[src/rtl/sram_mem_ctrl_if.sv]
// CPU-side load/store bus between the EXE/MEM pipeline register and the
// SRAM controller. The pipeline is the master; the controller is the slave.
interface sram_mem_ctrl_if;
   logic        mem_r_en;
   logic        mem_w_en;
   logic [31:0] addr;
   logic [31:0] wr_data;
   logic [31:0] rd_data;
   logic        ready;
   logic        freeze;

   modport master (
      output mem_r_en, mem_w_en, addr, wr_data,
      input  rd_data, ready, freeze
   );

   modport slave (
      input  mem_r_en, mem_w_en, addr, wr_data,
      output rd_data, ready, freeze
   );
endinterface

[src/rtl/sram_mem_ctrl.sv]
// MEM-stage SRAM controller: each 32-bit word access becomes two 16-bit SRAM
// phases (low half, then high half) of WAIT_CYCLES clocks each, and the
// pipeline is frozen until the word completes.
// Optional feature macro: SRAM_ADDR_CHECK_EN -- requests below BASE_ADDR or
// beyond the SRAM word range complete in one cycle with no SRAM activity.
//
// state | meaning
// ------+--------------------------------------------------------------
// IDLE  | waiting for mem_r_en/mem_w_en; latches op, word and store data
// LO    | low halfword phase, sram_addr = {word,0}, WAIT_CYCLES clocks
// HI    | high halfword phase, sram_addr = {word,1}, WAIT_CYCLES clocks
// DONE  | one-cycle ready pulse, rd_data stable
module sram_mem_ctrl #(
   parameter int WAIT_CYCLES = 5,
   parameter int BASE_ADDR   = 1024,
   parameter int ADDR_W      = 18
) (
   input  logic                clk,
   input  logic                rst_n,
   sram_mem_ctrl_if.slave      bus,
   output logic [ADDR_W-1:0]   sram_addr,
   output logic [15:0]         sram_dq_o,
   input  logic [15:0]         sram_dq_i,
   output logic                sram_dq_oe,
   output logic                sram_we_n
);

   localparam int CNT_W = (WAIT_CYCLES > 1) ? $clog2(WAIT_CYCLES) : 1;
   localparam logic [CNT_W-1:0] CNT_LAST = CNT_W'(WAIT_CYCLES - 1);
   localparam logic [31:0]      BASE_W   = 32'(BASE_ADDR);

   typedef enum logic [1:0] {
      S_IDLE,
      S_LO,
      S_HI,
      S_DONE
   } state_t;

   state_t            state_q, state_d;
   logic [CNT_W-1:0]  cnt_q, cnt_d;
   logic              op_wr_q, op_wr_d;
   logic [ADDR_W-2:0] word_q, word_d;
   logic [31:0]       wdata_q, wdata_d;
   logic [31:0]       rd_data_q, rd_data_d;
   logic [ADDR_W-1:0] sram_addr_q, sram_addr_d;
   logic [15:0]       dq_o_q, dq_o_d;
   logic              oe_q, oe_d;
   logic              we_n_q, we_n_d;

   logic              req;
   logic              ready;
   logic              last_cyc;
   logic              phase_d;
   logic [31:0]       diff;
   logic              unused_diff;

   assign req      = bus.mem_r_en | bus.mem_w_en;
   assign ready    = (state_q == S_DONE);
   assign last_cyc = (cnt_q == CNT_LAST);
   // Byte offset from the SRAM window; the word index is diff[ADDR_W:2], the
   // bits above it only matter to the range check and the byte lanes are ignored.
   assign diff        = bus.addr - BASE_W;
   assign unused_diff = ^{diff[1:0], diff[31:ADDR_W+1]};

`ifdef SRAM_ADDR_CHECK_EN
   logic addr_bad;
   assign addr_bad = (bus.addr < BASE_W) || (|diff[31:ADDR_W+1]);
`endif

   assign bus.ready   = ready;
   assign bus.freeze  = req & ~ready;
   assign bus.rd_data = rd_data_q;
   assign sram_addr   = sram_addr_q;
   assign sram_dq_o   = dq_o_q;
   assign sram_dq_oe  = oe_q;
   assign sram_we_n   = we_n_q;

   // Next state, phase counter, latched request and read capture; SRAM pin
   // values are derived from the next state so the pins come straight off flops.
   always_comb begin
      state_d   = state_q;
      cnt_d     = cnt_q;
      op_wr_d   = op_wr_q;
      word_d    = word_q;
      wdata_d   = wdata_q;
      rd_data_d = rd_data_q;

      case (state_q)
         S_IDLE: begin
            if (req) begin
               op_wr_d = bus.mem_w_en;
               word_d  = diff[ADDR_W:2];
               wdata_d = bus.wr_data;
               cnt_d   = '0;
               state_d = S_LO;
`ifdef SRAM_ADDR_CHECK_EN
               if (addr_bad) begin
                  state_d = S_DONE;
                  if (!bus.mem_w_en) rd_data_d = '0;
               end
`endif
            end
         end
         S_LO: begin
            if (last_cyc) begin
               if (!op_wr_q) rd_data_d[15:0] = sram_dq_i;
               cnt_d   = '0;
               state_d = S_HI;
            end else begin
               cnt_d = cnt_q + 1'b1;
            end
         end
         S_HI: begin
            if (last_cyc) begin
               if (!op_wr_q) rd_data_d[31:16] = sram_dq_i;
               cnt_d   = '0;
               state_d = S_DONE;
            end else begin
               cnt_d = cnt_q + 1'b1;
            end
         end
         S_DONE:  state_d = S_IDLE;
         default: state_d = S_IDLE;
      endcase

      phase_d     = (state_d == S_LO) || (state_d == S_HI);
      sram_addr_d = sram_addr_q;
      dq_o_d      = dq_o_q;
      oe_d        = 1'b0;
      we_n_d      = 1'b1;
      if (phase_d) begin
         sram_addr_d = {word_d, (state_d == S_HI)};
         if (op_wr_d) begin
            oe_d   = 1'b1;
            // Strobe released on the last phase cycle so data is held past we_n rising.
            we_n_d = (cnt_d == CNT_LAST);
            dq_o_d = (state_d == S_HI) ? wdata_d[31:16] : wdata_d[15:0];
         end
      end
   end

   // State and output registers; async reset drops any strobe immediately.
   always_ff @(posedge clk or negedge rst_n) begin
      if (!rst_n) begin
         state_q     <= S_IDLE;
         cnt_q       <= '0;
         op_wr_q     <= 1'b0;
         word_q      <= '0;
         wdata_q     <= '0;
         rd_data_q   <= '0;
         sram_addr_q <= '0;
         dq_o_q      <= '0;
         oe_q        <= 1'b0;
         we_n_q      <= 1'b1;
      end else begin
         state_q     <= state_d;
         cnt_q       <= cnt_d;
         op_wr_q     <= op_wr_d;
         word_q      <= word_d;
         wdata_q     <= wdata_d;
         rd_data_q   <= rd_data_d;
         sram_addr_q <= sram_addr_d;
         dq_o_q      <= dq_o_d;
         oe_q        <= oe_d;
         we_n_q      <= we_n_d;
      end
   end

endmodule

[src/flat_wrapper.sv]
// flat-port wrapper written by rule: the top's interface ports become plain ports
module sram_mem_ctrl_flat 
#(
   parameter int WAIT_CYCLES = 5,
   parameter int BASE_ADDR   = 1024,
   parameter int ADDR_W      = 18
)
  (clk, rst_n, sram_addr, sram_dq_o, sram_dq_i, sram_dq_oe, sram_we_n, bus_mem_r_en, bus_mem_w_en, bus_addr, bus_wr_data, bus_rd_data, bus_ready, bus_freeze);
  sram_mem_ctrl_if bus_i ();
  input  logic clk;
  input  logic rst_n;
  output logic [ADDR_W-1:0] sram_addr;
  output logic [15:0] sram_dq_o;
  input  logic [15:0] sram_dq_i;
  output logic sram_dq_oe;
  output logic sram_we_n;
  input wire logic [$bits(bus_i.mem_r_en)-1:0] bus_mem_r_en;
  input wire logic [$bits(bus_i.mem_w_en)-1:0] bus_mem_w_en;
  input wire logic [$bits(bus_i.addr)-1:0] bus_addr;
  input wire logic [$bits(bus_i.wr_data)-1:0] bus_wr_data;
  output wire logic [$bits(bus_i.rd_data)-1:0] bus_rd_data;
  output wire logic [$bits(bus_i.ready)-1:0] bus_ready;
  output wire logic [$bits(bus_i.freeze)-1:0] bus_freeze;
  assign bus_i.mem_r_en = bus_mem_r_en;
  assign bus_i.mem_w_en = bus_mem_w_en;
  assign bus_i.addr = bus_addr;
  assign bus_i.wr_data = bus_wr_data;
  assign bus_rd_data = bus_i.rd_data;
  assign bus_ready = bus_i.ready;
  assign bus_freeze = bus_i.freeze;
  sram_mem_ctrl #(.WAIT_CYCLES(WAIT_CYCLES), .BASE_ADDR(BASE_ADDR), .ADDR_W(ADDR_W)) u_core (.clk(clk), .rst_n(rst_n), .bus(bus_i), .sram_addr(sram_addr), .sram_dq_o(sram_dq_o), .sram_dq_i(sram_dq_i), .sram_dq_oe(sram_dq_oe), .sram_we_n(sram_we_n));
endmodule
[config.mk]
export PLATFORM = sky130hd
export DESIGN_NAME = sram_mem_ctrl_flat
export DESIGN_NICKNAME = d
export VERILOG_FILES = /design/src/rtl/sram_mem_ctrl_if.sv /design/src/rtl/sram_mem_ctrl.sv /design/src/flat_wrapper.sv
export SDC_FILE = /design/constraint.sdc
export NUM_CORES = 1
export LEC_CHECK = 0
export BUFFER_PORTS_ARGS = -buffer_cell sky130_fd_sc_hd__clkbuf_2
export CAP_MARGIN = 20
export CELL_PAD_IN_SITES_DETAIL_PLACEMENT = 1
export CELL_PAD_IN_SITES_GLOBAL_PLACEMENT = 2
export CORE_ASPECT_RATIO = 0.9
export CORE_MARGIN = 2
export CORE_UTILIZATION = 36
export CTS_CLUSTER_SIZE = 40
export DETAILED_ROUTE_END_ITERATION = 8
export PLACE_DENSITY_LB_ADDON = 0.12
export SETUP_SLACK_MARGIN = 0.02
export SKIP_LAST_GASP = 1
export SLEW_MARGIN = 20
export SYNTH_ARGS = -nofsm -noshare
export SYNTH_HDL_FRONTEND = slang
export SYNTH_SLANG_ARGS = --single-unit
export TNS_END_PERCENT = 1
[constraint.sdc]
create_clock -name clk -period 7.83 [get_ports clk]
set_clock_uncertainty 0.05 [all_clocks]
set_input_delay 1.1745 -clock clk [delete_from_list [all_inputs] [get_ports clk]]
set_output_delay 1.1745 -clock clk [all_outputs]
set_load 0.01 [all_outputs]
# == Word-level counts from Yosys, hierarchy flattened ==
# Index checks and enable logic that the tools add are counted.
# classes
n_addsub,2
eq_ne,7
mux,18
bitwise,4
n_reduce_logical,6
# ops
cell,count
32-bit two-way mux,2
17-bit two-way mux,2
"19-bit by 11-bit subtractor with 19-bit output, second input constant",1
16-bit two-way mux,1
2-bit one-hot mux with 4 select lines,1
"2-bit equality test, second input constant",3
"3-bit equality test, second input constant",2
1-bit two-way mux,6
2-bit two-way mux,3
3-bit two-way mux,2
3-bit one-hot mux with 2 select lines,1
3-bit AND reduction,2
"2-bit by 1-bit equality test with 1-bit output, second input constant",2
"3-bit by 1-bit adder with 3-bit output, second input constant",1
2-bit zero test,1
1-bit inverter,2
2-bit AND reduction,1
2-bit OR reduction,1
1-bit AND,1
1-bit logical OR,1
1-bit bitwise OR,1
# totals
ff_bits,123
input_bits,84
out_inout_bits,70
elab_cells,48

# == Logic depth before layout (Yosys ltp) ==
# logic_depth
ltp_word,6
mapped_depth,13
ltp_nobuf,10

# == Worst setup path before layout ==
# OpenSTA, ideal clock, no wires.
# synth_timing
kind,input to register
startpoint,input port bus_mem_w_en
endpoint,register u_core.dq_o_q[10] (netlist: u_core.sram_dq_o[10])
setup_ns,0.110
t_arrival_ns,2.844
path_slack_ns,4.825
path_stages,7
cell_sequence,o21ai_2 -> clkbuf_1 -> a21o_1 -> ha_1 -> buf_1 -> clkbuf_1 -> o41ai_1
# synth_via
elab_chain_cells,6
elab_cells_between_ends,12
cone_classes,2 x eq/ne; 7 x mux; 1 x bitwise; 2 x reduce/logical
# synth_rtl
item,line,source
"start, declared",flat_wrapper.sv:18,input wire logic [$bits(bus_i.mem_w_en)-1:0] bus_mem_w_en;
1-bit bitwise OR,sram_mem_ctrl.sv:57,assign req = bus.mem_r_en | bus.mem_w_en;
2-bit two-way mux,sram_mem_ctrl.sv:90,if (req) begin
2-bit one-hot mux with 4 select lines,sram_mem_ctrl.sv:88,case (state_q)
2-bit by 1-bit equality test with 1-bit output or 2-bit equality test (tied branches),"sram_mem_ctrl.sv:126, sram_mem_ctrl.sv:137",
1-bit logical OR,sram_mem_ctrl.sv:126,phase_d = (state_d == S_LO) || (state_d == S_HI);
2-bit AND reduction (no line),--,
"end signal, assigned",sram_mem_ctrl.sv:163,dq_o_q <= dq_o_d;
"end, declared",sram_mem_ctrl.sv:46,"logic [15:0] dq_o_q, dq_o_d;"
# Several ways; a longest one is shown, not always the timed one.
# A chain may end at the register's enable or synchronous reset.

# == Worst setup path in the final report ==
# layout_timing
startpoint,input port bus_mem_w_en
endpoint,register u_core.dq_o_q[14] (netlist: u_core.sram_dq_o[14])
# layout_via
elab_chain_cells,6
elab_cells_between_ends,12
cone_classes,2 x eq/ne; 7 x mux; 1 x bitwise; 2 x reduce/logical
# layout_rtl
item,line,source
1-bit bitwise OR (*),sram_mem_ctrl.sv:57,
2-bit two-way mux (*),sram_mem_ctrl.sv:90,
2-bit one-hot mux with 4 select lines (*),sram_mem_ctrl.sv:88,
via u_core.state_d[1],sram_mem_ctrl.sv:39,"state_t state_q, state_d;"
2-bit by 1-bit equality test with 1-bit output or 2-bit equality test (tied branches),"sram_mem_ctrl.sv:126, sram_mem_ctrl.sv:137",
1-bit logical OR,sram_mem_ctrl.sv:126,
2-bit AND reduction (no line),--,
# Mark *: on every way through the listed nets, which the timed path passes. The rest lies on a longest branch.

==> results_dict.tcl <==
set metrics [dict create \
    outcome "complete, no violations" \
    synth.distinct_cells 41 \
    critical_path.max_fanout 17 \
    synth_top_area_cell "dfrtp_1" \
    synth-seq-cells 123 \
    yosys_warnings 0 \
    final_area_um2 6660 \
    antenna_left 0 \
    cts_max_level 4 \
    slew_viol_final 0 \
    critPathLaunchType "primary input" \
    drc_errors 0 \
    avgSynthCellArea_um2 12.7 \
    cts_root_buf "clkbuf_16" \
    dr_total_vias 3629 \
    row_count 41 \
    initial_core_util_pct 36.9 \
    dieArea_um2 15500 \
    mostFrequentLayoutCells "clkbuf_2 (137), dfrtp_1 (122), mux2_2 (69)" \
    grt_usage_pct 17.6 \
    path_cells "clkbuf_2, nor2_1, nand2_1, a21oi_1, ha_2, clkinv_1, nor2_1, o41ai_2" \
    grt_overflow 0 \
    holdBufCountCts 0 \
    final_common_cell "clkbuf_2" \
    syn_area_um2 5210 \
    hpwl_mm 8.26 \
    drt-pass1-iter-count 4 \
    timing.fmax_mhz 308 \
    core-area_um2 14100 \
    drive_gt1_share_pct 46.4 \
    cp_top_family "buffers and inverters" \
    max_cap_violations 0 \
    min_period_ns 3.24 \
    fin_crit_sh_pct 41.4 \
    clk_latency_ns 0.42 \
    cp_common_cell "nor2_1" \
    syn_inst 410 \
    diodes 0 \
    grt_max_degree 64 \
    min_path_type "reg2reg" \
    critPathMaxStageDelay_ns 0.62 \
    holdWs_ns 0.420 \
    cts_setup_buffers 0 \
    cts_buffer_depth 2 \
    pin_count 154 \
    cp.arrival_ns 3.46 \
    ys.flop_type "dfrtp_1" \
    rsz0062_at_grt "false" \
    synth_edf_count 0 \
    seq_area_frac_synth_pct 59.1 \
    gp_congestion 0.737 \
    clkTransAtPathRegs_ns 0.05 \
    first_global_vias 3858 \
    endpoint_kind "flip-flop" \
    cts_tree "built" \
    tightestPinTransition_ns 0.796 \
    wire_per_inst_um 16.7 \
    antenna_found_initial 0 \
    nFillCells 1537 \
    crit_type "in2reg" \
    cts-resized-gates 0 \
    syn_to_final_growth_pct 27.8 \
    tns_ns 0 \
    dpl-instance-area_um2 6030 \
    crit_buf_inv 2 \
    hold_violations 0 \
    drtIter0Drc 118 \
    synth_nets 503 \
    routed_via_density 4.81 \
    drt-total-wl_mm 12.6 \
    leakage_nw 3.18 \
    required_ns 8.05 \
    final_nets 642 \
    die_h_um 118 \
    clock-sinks 123 \
    io_buffer_count 138 \
    relSlewSlack_pct 46.9 \
    crit_slowest_cell "clkinv_1" \
    die_w_um 131 \
    yosys.area.top_type_share_pct 58.6 \
    cts_buffers 17 \
    p_per_area_nw_per_um2 465 \
    async_flop_share_pct 100 \
    ir_worst_vdd_mv 0.199 \
    yosys-top-cells-area "dfrtp_1 (59%), mux2_2 (15%), nor2_1 (3.4%)" \
    grt_pass1_wl_mm 20.5 \
    finalSetupViolCount 0 \
]
[state kept, by name, indices dropped and copies added (netlist names)]
name / flops
u_core.bus.rd_data: 32
u_core.wdata_q: 32
u_core.sram_addr: 18
u_core.word_q: 17
u_core.sram_dq_o: 16
u_core.cnt_q: 3
u_core.state_q: 2
u_core.op_wr_q: 1
u_core.sram_dq_oe: 1
u_core.sram_we_n: 1
[metrics by stage]
stage	instances	utilization (%)	worst slack, ns	power [W]
floorplan	410	-	4.83	0.00194
global placement	723	42.8	4.08	0.00225
detailed placement	723	42.8	4.07	0.00231
CTS	755	47.2	4.51	0.00315
global route	755	47.2	4.27	0.00332
finish	755	47.2	4.59	0.00310
[worst reg2reg max path, cell delays in order (launching register included)]
cell and delay, ns:
dfrtp_1 0.43, inv_1 0.12, ha_1 0.41, nor2_1 0.10
a21oi_1 0.16, nor2_1 0.07, a21oi_1 0.21, ha_2 0.51
clkinv_1 0.62, nor2_1 0.31, o41ai_2 0.10
[final cells by class]
type	instances	area [um^2]	area share [%]
clock buffer	22	484	7.27
clock inverter	10	138	2.07
inverter	10	37.5	0.564
multi-input combinational	255	1950	29.3
sequential	123	3080	46.3
tap	193	241	3.63
timing repair buffer	142	723	10.9
[layer usage]
layer,vias to the layer above,share of wire [%],track usage [%]
met4,0,1.0,5.19
li1,1711,-,-
met1,1821,45,22.3
met3,13,5.5,6.45
met5,-,0,0
met2,84,48,28.0
[synth_stat cells, drive strengths merged, types with 2 or more instances]
| cell type | number |
|---|---|
| dfrtp | 122 |
| mux2 | 78 |
| nor2 | 47 |
| nand2 | 37 |
| o21ai | 24 |
| o41ai | 16 |
| buf | 14 |
| a21oi | 10 |
| ha | 9 |
| inv | 9 |
| clkbuf | 8 |
| nor3b | 4 |
| nor3 | 3 |
| o31ai | 3 |
| xnor2 | 3 |
| xor2 | 3 |
| a211oi | 2 |
| a21o | 2 |
| nand3 | 2 |
| nand4b | 2 |
[final timing paths]
kind / startpoint / to / slack [ns] / cells past startpoint
min: u_core.word_q[4] / u_core.word_q[4] / 0.42 / 2
max in group asynchronous: rst_n / u_core.sram_addr[12] / 5.65 / 2
min in group asynchronous: rst_n / u_core.bus.rd_data[20] / 0.80 / 1
max reg2reg: u_core.state_q[1] / u_core.sram_dq_o[14] / 4.59 / 10
min reg2reg: u_core.word_q[4] / u_core.word_q[4] / 0.42 / 2
max: bus_mem_w_en / u_core.sram_dq_o[14] / 4.59 / 8
[report_power, final]
part | total, W | switching [W] | leakage, nW | internal (W)
Combinational | 0.00123 | 0.000682 | 1.41 | 0.000550
Sequential | 0.00104 | 0.000113 | 1.47 | 0.000930
Clock | 0.000819 | 0.000285 | 0.303 | 0.000534
[cell families after synthesis]
kind of cell             share of synthesized area [%]
AO/OA/AOI/OAI                                     8.31
XOR/XNOR                                          1.01
adder cells (fa/ha/maj)                           2.16
buffers and inverters                             3.55
flip-flops                                        59.1
multiplexers                                      17.5
AND/OR/NAND/NOR                                   8.36
No activity file was read; power rests on OpenSTA's default activity.
